[config.mk]
export PLATFORM = sky130hd
export DESIGN_NAME = p4_cpu_control
export DESIGN_NICKNAME = d
export VERILOG_FILES = /design/src/rtl/p4_cpu_control.sv
export SDC_FILE = /design/constraint.sdc
export NUM_CORES = 1
export LEC_CHECK = 0
export ABC_AREA = 1
export CORE_AREA = 5 5 65 67
export CTS_BUF_LIST = sky130_fd_sc_hd__clkbuf_16
export CTS_CLUSTER_DIAMETER = 150
export DETAILED_ROUTE_END_ITERATION = 10
export DIE_AREA = 0 0 70 72
export GPL_ROUTABILITY_DRIVEN = 1
export PLACE_DENSITY = 0.82
export SLEW_MARGIN = 20
export SYNTH_ARGS = -nofsm -noshare
export SYNTH_HDL_FRONTEND = slang
export SYNTH_SLANG_ARGS = --single-unit
[constraint.sdc]
create_clock -name clk -period 2.3 [get_ports clk]
set_input_delay 0.46 -clock clk [delete_from_list [all_inputs] [get_ports clk]]
set_output_delay 0.46 -clock clk [all_outputs]
set_load 0.02 [all_outputs]
[src/rtl/p4_cpu_control.sv]
// p4_cpu_control: instruction register, decoder and controller FSM for the
// Simple RISC Machine. It drives every control input of the P3 datapath.
// Optional build macro: SRM_ILLEGAL_TRAP_EN adds a sticky 'illegal' output.
// When that flag is set, the controller refuses to start new instructions
// until reset.
module p4_cpu_control (
  input  logic        clk,
  input  logic        reset,
  input  logic [15:0] in,
  input  logic        load,
  input  logic        s,
  output logic        w,
  output logic [15:0] datapath_in,
  output logic [2:0]  writenum,
  output logic [2:0]  readnum,
  output logic        write,
  output logic        loada,
  output logic        loadb,
  output logic        loadc,
  output logic        loads,
  output logic        asel,
  output logic        bsel,
  output logic        vsel,
  output logic [1:0]  shift,
  output logic [1:0]  ALUop
`ifdef SRM_ILLEGAL_TRAP_EN
  ,
  output logic        illegal
`endif
);

  typedef enum logic [2:0] {
    S_WAIT,
    S_DECODE,
    S_WIMM,
    S_GETA,
    S_GETB,
    S_EXEC,
    S_WREG
  } state_t;

  // One control word. It is registered as a whole so that every output
  // comes straight from a flop.
  typedef struct packed {
    logic       w;
    logic [2:0] writenum;
    logic [2:0] readnum;
    logic       write;
    logic       loada;
    logic       loadb;
    logic       loadc;
    logic       loads;
    logic       asel;
    logic       bsel;
    logic       vsel;
    logic [1:0] shift;
    logic [1:0] aluOp;
  } ctrl_t;

  state_t      state_q, state_d;
  logic [15:0] ir_q, ir_d;
  ctrl_t       ctrl_q;
  logic        trapHold;

`ifdef SRM_ILLEGAL_TRAP_EN
  logic illegal_q, illegal_d;
  assign trapHold = illegal_q;
  assign illegal  = illegal_q;
`else
  assign trapHold = 1'b0;
`endif

  // Control word each state presents. The result depends only on the
  // state and the IR, so the outputs behave as Moore outputs.
  function automatic ctrl_t decodeCtrl(input state_t st, input logic [15:0] ir);
    ctrl_t c;
    c = '0;
    case (st)
      S_WAIT: c.w = 1'b1;
      S_WIMM: begin
        c.writenum = ir[10:8];
        c.vsel     = 1'b1;
        c.write    = 1'b1;
      end
      S_GETA: begin
        c.readnum = ir[10:8];
        c.loada   = 1'b1;
      end
      S_GETB: begin
        c.readnum = ir[2:0];
        c.loadb   = 1'b1;
      end
      S_EXEC: begin
        c.shift = ir[4:3];
        if (ir[15:13] == 3'b110) begin
          c.asel  = 1'b1;
          c.aluOp = 2'b00;
        end else begin
          c.aluOp = ir[12:11];
        end
        if (ir[15:11] == 5'b10101) c.loads = 1'b1;
        else                       c.loadc = 1'b1;
      end
      S_WREG: begin
        c.writenum = ir[7:5];
        c.write    = 1'b1;
      end
      default: c = '0;
    endcase
    return c;
  endfunction

  // Next state and next IR. The IR is only writable while idle, and an
  // undefined opcode falls straight back to WAIT.
  always_comb begin
    state_d = state_q;
    ir_d    = ir_q;
`ifdef SRM_ILLEGAL_TRAP_EN
    illegal_d = illegal_q;
`endif
    case (state_q)
      S_WAIT: begin
        if (load) ir_d = in;
        if (s && !trapHold) state_d = S_DECODE;
      end
      S_DECODE: begin
        case (ir_q[15:11])
          5'b11010: state_d = S_WIMM;
          5'b11000: state_d = S_GETB;
          5'b10100,
          5'b10101,
          5'b10110: state_d = S_GETA;
          5'b10111: state_d = S_GETB;
          default: begin
            state_d = S_WAIT;
`ifdef SRM_ILLEGAL_TRAP_EN
            illegal_d = 1'b1;
`endif
          end
        endcase
      end
      S_WIMM: state_d = S_WAIT;
      S_GETA: state_d = S_GETB;
      S_GETB: state_d = S_EXEC;
      S_EXEC: state_d = (ir_q[15:11] == 5'b10101) ? S_WAIT : S_WREG;
      S_WREG: state_d = S_WAIT;
      default: state_d = S_WAIT;
    endcase
  end

  // State, IR and the registered control word. The control word is built
  // from the next state so it lines up with the state it describes.
  always_ff @(posedge clk or posedge reset) begin
    if (reset) begin
      state_q  <= S_WAIT;
      ir_q     <= '0;
      ctrl_q   <= '0;
      ctrl_q.w <= 1'b1;
`ifdef SRM_ILLEGAL_TRAP_EN
      illegal_q <= 1'b0;
`endif
    end else begin
      state_q <= state_d;
      ir_q    <= ir_d;
      ctrl_q  <= decodeCtrl(state_d, ir_d);
`ifdef SRM_ILLEGAL_TRAP_EN
      illegal_q <= illegal_d;
`endif
    end
  end

  assign datapath_in = {{8{ir_q[7]}}, ir_q[7:0]};
  assign w        = ctrl_q.w;
  assign writenum = ctrl_q.writenum;
  assign readnum  = ctrl_q.readnum;
  assign write    = ctrl_q.write;
  assign loada    = ctrl_q.loada;
  assign loadb    = ctrl_q.loadb;
  assign loadc    = ctrl_q.loadc;
  assign loads    = ctrl_q.loads;
  assign asel     = ctrl_q.asel;
  assign bsel     = ctrl_q.bsel;
  assign vsel     = ctrl_q.vsel;
  assign shift    = ctrl_q.shift;
  assign ALUop    = ctrl_q.aluOp;

endmodule
==> results of run 1 <==
-- registers in the layout, summed over array words and instances (netlist names), 2 cells and up --
| signal | count |
|---|---|
| shift | 2 |
| state_q | 3 |
| readnum | 3 |
| ir_q | 16 |
| ALUop | 2 |
| writenum | 3 |
-- report_power, final --
part	switching (mW)	internal, mW
Sequential	0.149	0.879
Combinational	0.812	0.546
Clock	0.237	0.391
Total	1.20	1.82
-- metal layers --
layer  part of all wire  up-vias
met1               0.39      628
met4              0.039        0
met3              0.093       15
li1                   -      659
met5                  0        -
met2               0.48       72
-- metrics by stage --
step	instance area, um2	cells	hold slack [ps]	util	setup WS, ps
2_1_floorplan	1675	193	458.2	-	1009
3_3_place_gp	2122	275	475.2	0.5930	460.9
3_5_place_dp	2122	275	479.2	0.5930	401.7
4_1_cts	2260	283	497.9	0.6315	386.8
5_1_grt	2260	283	528.5	0.6315	340.7
6_report	2260	283	493.4	0.6315	423.9
-- kinds of logic (layout without fill, tap and decap cells) --
kind of cell    Yosys count  after routing  synth area share
other cells               1              1          0.002238
flops                    37             37            0.5534
simple gates            113            113            0.2995
compound gates            3              3          0.009705
buf+inv                  39             81            0.1352
-- cell usage in the layout, fill, tap and decap left out, drive strengths merged --
cell	n
a21oi	1
conb	1
inv	18
nor2	16
dfrtp	36
nor3	1
buf	2
nand3b	3
a31oi	1
dfstp	1
clkinv	3
nand4	2
o21ai	1
nand2	69
nand3	22
clkdlybuf4s50	53
clkbuf	5
-- layout make-up --
type / instances / area, um2
Inverter: 18 / 67.56
Clock buffer: 5 / 125.1
Multi-Input combinational cell: 117 / 521.8
Clock inverter: 3 / 12.51
Tap cell: 48 / 60.06
Sequential cell: 37 / 927.1
Timing Repair Buffer: 55 / 545.5
Fill cell: 300 / 1319
-- path summary, 6_finish.rpt --
path	slack, ps	depth (start not counted)	end	startpoint
max	420	1	datapath_in[7]	ir_q[7]$_DFF_PP0_
min in group asynchronous	580	3	ir_q[6]$_DFF_PP0_	reset
min reg2reg	490	2	ir_q[10]$_DFF_PP0_	ir_q[10]$_DFF_PP0_
min	490	2	ir_q[10]$_DFF_PP0_	ir_q[10]$_DFF_PP0_
max reg2reg	710	7	loadc$_DFF_PP0_	state_q[0]$_DFF_PP0_
max in group asynchronous	1370	3	w$_DFF_PP1_	reset
==> results.md, run 1 <==
* Die extent in y at about 70 um
* Vias in the first global route at ~1400
* Nets at 254
* Via density at between 4 and 5
* Leading area contributor after synthesis: dfrtp_1
* RD Place Congestion at 0.8728
* Iter 0 DRT Violations at 134
* DP Wirelength at 2639 um
* Hold Fails Final Rpt at 0
* Seq cells post-synth at 37
* Final ANT Viol Nets at 0
* Worst-case headroom to the max-slew limit at 0.6647
* Sink Count at 37
* Synth warn at 0
* CP startpoint kind: flop
* Top-area cell type share of the netlist area at 0.5377
* M3 GR Usage at 0.05679
* Layout Area Growth over Synthesis at 34.88%
* Fin crit share at 0.8157
* First-pass GRT wire length at between 5000 and 6000 um
* Clock transition at path regs at 50 ps
* Post-Syn Nets at 213
* Setup Fix Bufs, Post-CTS at 0
* H-Tree Depth at 2
* Busiest layer in global routing: met2
* Clock buffer depth at 2
* Final setup fails at 0
* Synthesized area at around 0.0017 mm2
* CTS tree: built
* Number of max-cap violations at 0
* CP Capture Type: output pin
* TritonCTS buffer count at 5
* Boundary Pins at between 50 and 60
* Worst-path fanout max at 10
* Routed len/inst at 12.41 um
* Post-CTS sizing at 0
* Top post-synthesis cells by area: dfrtp_1, nand2_1, buf_4, nand3_1, inv_1
* Setup TNS at 0 ps
* Root buffer cell: clkbuf_16
* Tightest Hold Check Type: reg -> reg
* Post-synthesis sequential area ratio at 0.5534
* Largest net degree at the start of global routing at 38
* EDFF count, synth at 0
* LEAKAGE at 1.172 nW
* Setup CP Type: reg -> out
* Outcome: finished clean
* Async set-reset flop share out of synthesis at 1.000
* Cell count after synthesis at 193
* 1st-pass router iterations at 4
* Pwr dens at 1334 mW/mm2
* Critical path cell sequence: clkdlybuf4s50_1
* PortBufs at 53
* CP bufs+invs at 1
* RSZ-0062 raised after global routing: no
* Distinct cells, synth at 20
* Worst-Margin Slew at 501.8 ps
* Max stage delay on crit path at ~660 ps
* GR Util All Layers at 0.1522
* VDD IR max at ~0.00066 V
* Pwr Total at roughly 3 mW
* Core area at 0.003578 mm2
* Cell family with most CP delay: buffers and inverters
* Initial Util at 0.4682
* Most frequent cell after synthesis: nand2_1
* Top post-synthesis cells by count: nand2_1, dfrtp_1, nand3_1
* N_diodes at 0
* Met1 Usage GRT at 0.1624
* Syn avg cell area at 8.681 um2
* Fin crit period at approximately 1900 ps
* Antenna violations before repair at 0
* WL final at 3511 um
* Die extent in x at 70 um
* Routed vias at 1374
* GR Overflow Total at 0
* CP arrival at 1420 ps
* CP max-delay cell: clkdlybuf4s50_1
* Hold-fix buffers at CTS at 0
* Die ar. at just over 0.005 mm2
* Max-slew violations at 0
* WP data required at 1840 ps
* DR DRC count at 0
* Clk_lat worst skew at 270 ps
* Share of layout cells above drive strength 1 at 0.06383
* Clock Skews at about 2.9 ps
* Num rows at 22
* FMAX at roughly 530 MHz
* GR Layer Usage met2 at 0.2602
* Main synth FF type: dfrtp_1
Note: power is estimated with default switching activity, not from simulation.
==> run 2: changes to the inputs <==
--- a/config.mk
+++ b/config.mk
@@ -6,13 +6,13 @@
 export NUM_CORES = 1
 export LEC_CHECK = 0
 export ABC_AREA = 1
-export CORE_AREA = 5 5 65 67
+export CORE_AREA = 5 5 68 70
 export CTS_BUF_LIST = sky130_fd_sc_hd__clkbuf_16
 export CTS_CLUSTER_DIAMETER = 150
 export DETAILED_ROUTE_END_ITERATION = 10
-export DIE_AREA = 0 0 70 72
+export DIE_AREA = 0 0 73 75
 export GPL_ROUTABILITY_DRIVEN = 1
-export PLACE_DENSITY = 0.82
+export PLACE_DENSITY = 0.75
 export SLEW_MARGIN = 20
 export SYNTH_ARGS = -nofsm -noshare
 export SYNTH_HDL_FRONTEND = slang
==> constraint.sdc (replaced) <==
create_clock -name clk -period 1.78 [get_ports clk]
set_input_delay 0.356 -clock clk [delete_from_list [all_inputs] [get_ports clk]]
set_output_delay 0.356 -clock clk [all_outputs]
set_load 0.02 [all_outputs]
==> run 2 against run 1 <==
Wire length is 6.1% higher. Total power increased by 31%. Setup slack got worse by 380 ps. Critical endpoint is now w. Largest cell class unchanged. Highest routed layer unchanged.
==> results.md, run 2 (same netlist as run 1, synthesis figures left out) <==
* CP max-delay cell: clkdlybuf4s50_1 (unchanged)
* Max reg flops at 16 (unchanged)
* GR Layer Usage met2 at 0.2483 (was 0.2602)
* First-pass GRT wire length at 6030 um (was 5982 um)
* Die extent in y at 75 um (was 72 um)
* Layout Area Growth over Synthesis at 37.86% (was 34.88%)
* PortBufs at 53 (unchanged)
* GR Util All Layers at 0.1452 (was 0.1522)
* Final setup fails at 0 (unchanged)
* Storage element area at 927.1 um2 (unchanged)
* DP Wirelength at 2761 um (was 2639 um)
* Boundary Pins at 55 (unchanged)
* RSZ-0062 raised after global routing: no (unchanged)
* Pwr dens at 1706 mW/mm2 (was 1334 mW/mm2)
* Met1 Usage GRT at 0.1627 (was 0.1624)
* VDD IR max at 0.0006758 V (was 0.0006593 V)
* Hold Fails Final Rpt at 0 (unchanged)
* Initial Util at 0.4281 (was 0.4682)
* Routed vias at 1365 (was 1374)
* Clk_lat worst skew at 280 ps (was 270 ps)
* DP Worst Slack at 61.76 ps (was 401.7 ps)
* Nets at 256 (was 254)
* Via density at 4.756 (was 4.855)
* Sink Count at 37 (unchanged)
* Iter 0 DRT Violations at 98 (was 134)
* Setup Fix Bufs, Post-CTS at 0 (unchanged)
* Multi-input logic area at 521.8 um2 (unchanged)
* GR Overflow Total at 0 (unchanged)
* Max-slew violations at 0 (unchanged)
* LEAKAGE at 1.274 nW (was 1.172 nW)
* Final ANT Viol Nets at 0 (unchanged)
* CTS tree: built (unchanged)
* Final Hold Slack at 428.7 ps (was 493.4 ps)
* Post-CTS sizing at 2 (was 0)
* Fin crit share at 0.9730
* H-Tree Depth at 2 (unchanged)
* 1st-pass router iterations at 4 (unchanged)
* Die extent in x at 73 um (was 70 um)
* Hold-fix buffers at CTS at 0 (unchanged)
* CP arrival at 1380 ps (was 1420 ps)
* TritonCTS buffer count at 5 (unchanged)
* Critical path cell sequence: clkdlybuf4s50_1 (unchanged)
* Clock Skews at 5.233 ps (was 2.905 ps)
* Worst-path fanout max at 1 (was 10)
* Fin cells at 287 (was 283)
* CP bufs+invs at 1 (unchanged)
* Routed len/inst at 12.98 um (was 12.41 um)
* Num rows at 23 (was 22)
* Setup CP Type: reg -> out (unchanged)
* Share of layout cells above drive strength 1 at 0.08017 (was 0.06383)
* M3 GR Usage at 0.04673 (was 0.05679)
* Pwr Total at 3.941 mW (was 3.014 mW)
* Dpl cells at 279 (was 275)
* Vias in the first global route at 1351 (was 1410)
* WL final at 3726 um (was 3511 um)
* Largest net degree at the start of global routing at 38 (unchanged)
* Number of max-cap violations at 0 (unchanged)
* N_diodes at 0 (unchanged)
* Die ar. at 0.005475 mm2 (was 0.005040 mm2)
* Largest Register: ir_q (unchanged)
* Tightest Hold Check Type: in -> async (was reg -> reg)
* Busiest layer in global routing: met2 (unchanged)
* # fillers at 354 (was 300)
* PnR worst setup slack at 48.02 ps (was 423.9 ps)
* DR DRC count at 0 (unchanged)
* Most common cell after layout, fill and taps aside: nand2_1 (unchanged)
* Clock buffer depth at 2 (unchanged)
* Setup TNS at 0 ps (unchanged)
* Outcome: finished clean (unchanged)
* Most frequent cells in the layout: nand2_1, clkdlybuf4s50_1, dfrtp_1 (unchanged)
* WP data required at 1420 ps (was 1840 ps)
* RD Place Congestion at 0.8184 (was 0.8728)
* Fin crit period at 1732 ps
* FMAX at 577.4 MHz
* Core area at 0.003914 mm2 (was 0.003578 mm2)
* CP startpoint kind: flop (unchanged)
* Antenna violations before repair at 0 (unchanged)
* CP Capture Type: output pin (unchanged)
* Max stage delay on crit path at 590 ps (was 660 ps)
* Clock transition at path regs at 50 ps (about the same)
* Cell family with most CP delay: buffers and inverters (unchanged)
* Root buffer cell: clkbuf_16 (unchanged)
## run 2: cell types whose count changed in the layout (fill, tap and decap cells not counted), sizes merged
cell           change
clkinv             -1
dlymetal6s2s       +7
clkinvlp           +1
buf                +2
dlygate4sd2        +2
clkdlybuf4s50      -9
## run 2: per-layer routing
metal  vias to the layer above  wire length (um)
li1                        665                 -
met4                         0                83
met3                         8               254
met2                        44              1938
met1                       648              1449
met5                         -                 0
## run 2: stage by stage
step           area [um2]    util
6_report             2310  0.5902
5_1_grt              2310  0.5902
4_1_cts              2292  0.5857
3_5_place_dp         2152  0.5499
3_3_place_gp         2152  0.5499
2_1_floorplan        1675       -
## run 2: final timing paths
kind,depth (start not counted),start,end,slack (ps)
setup reg to reg,7,state_q[0]$_DFF_PP0_,ALUop[1]$_DFF_PP0_,340
max in group asynchronous,3,reset,w$_DFF_PP1_,1100
hold / removal,3,reset,ir_q[4]$_DFF_PP0_,430
setup / recovery,1,w$_DFF_PP1_,w,50
hold reg to reg,2,ir_q[4]$_DFF_PP0_,ir_q[4]$_DFF_PP0_,500
min in group clk,2,ir_q[4]$_DFF_PP0_,ir_q[4]$_DFF_PP0_,500
## run 2: power by group
group	internal, mW	total [mW]	switching, mW
registers	1.14	1.32	0.187
logic	0.704	1.79	1.08
clock network	0.512	0.831	0.319
## run 2: layout make-up
class / instances / area share
clock inverter: 3 / 0.007584
clock buffer: 5 / 0.05417
inverter: 18 / 0.02925
sequential: 37 / 0.4014
tap: 50 / 0.02709
multi-input combinational: 117 / 0.2259
timing repair buffer: 57 / 0.2546
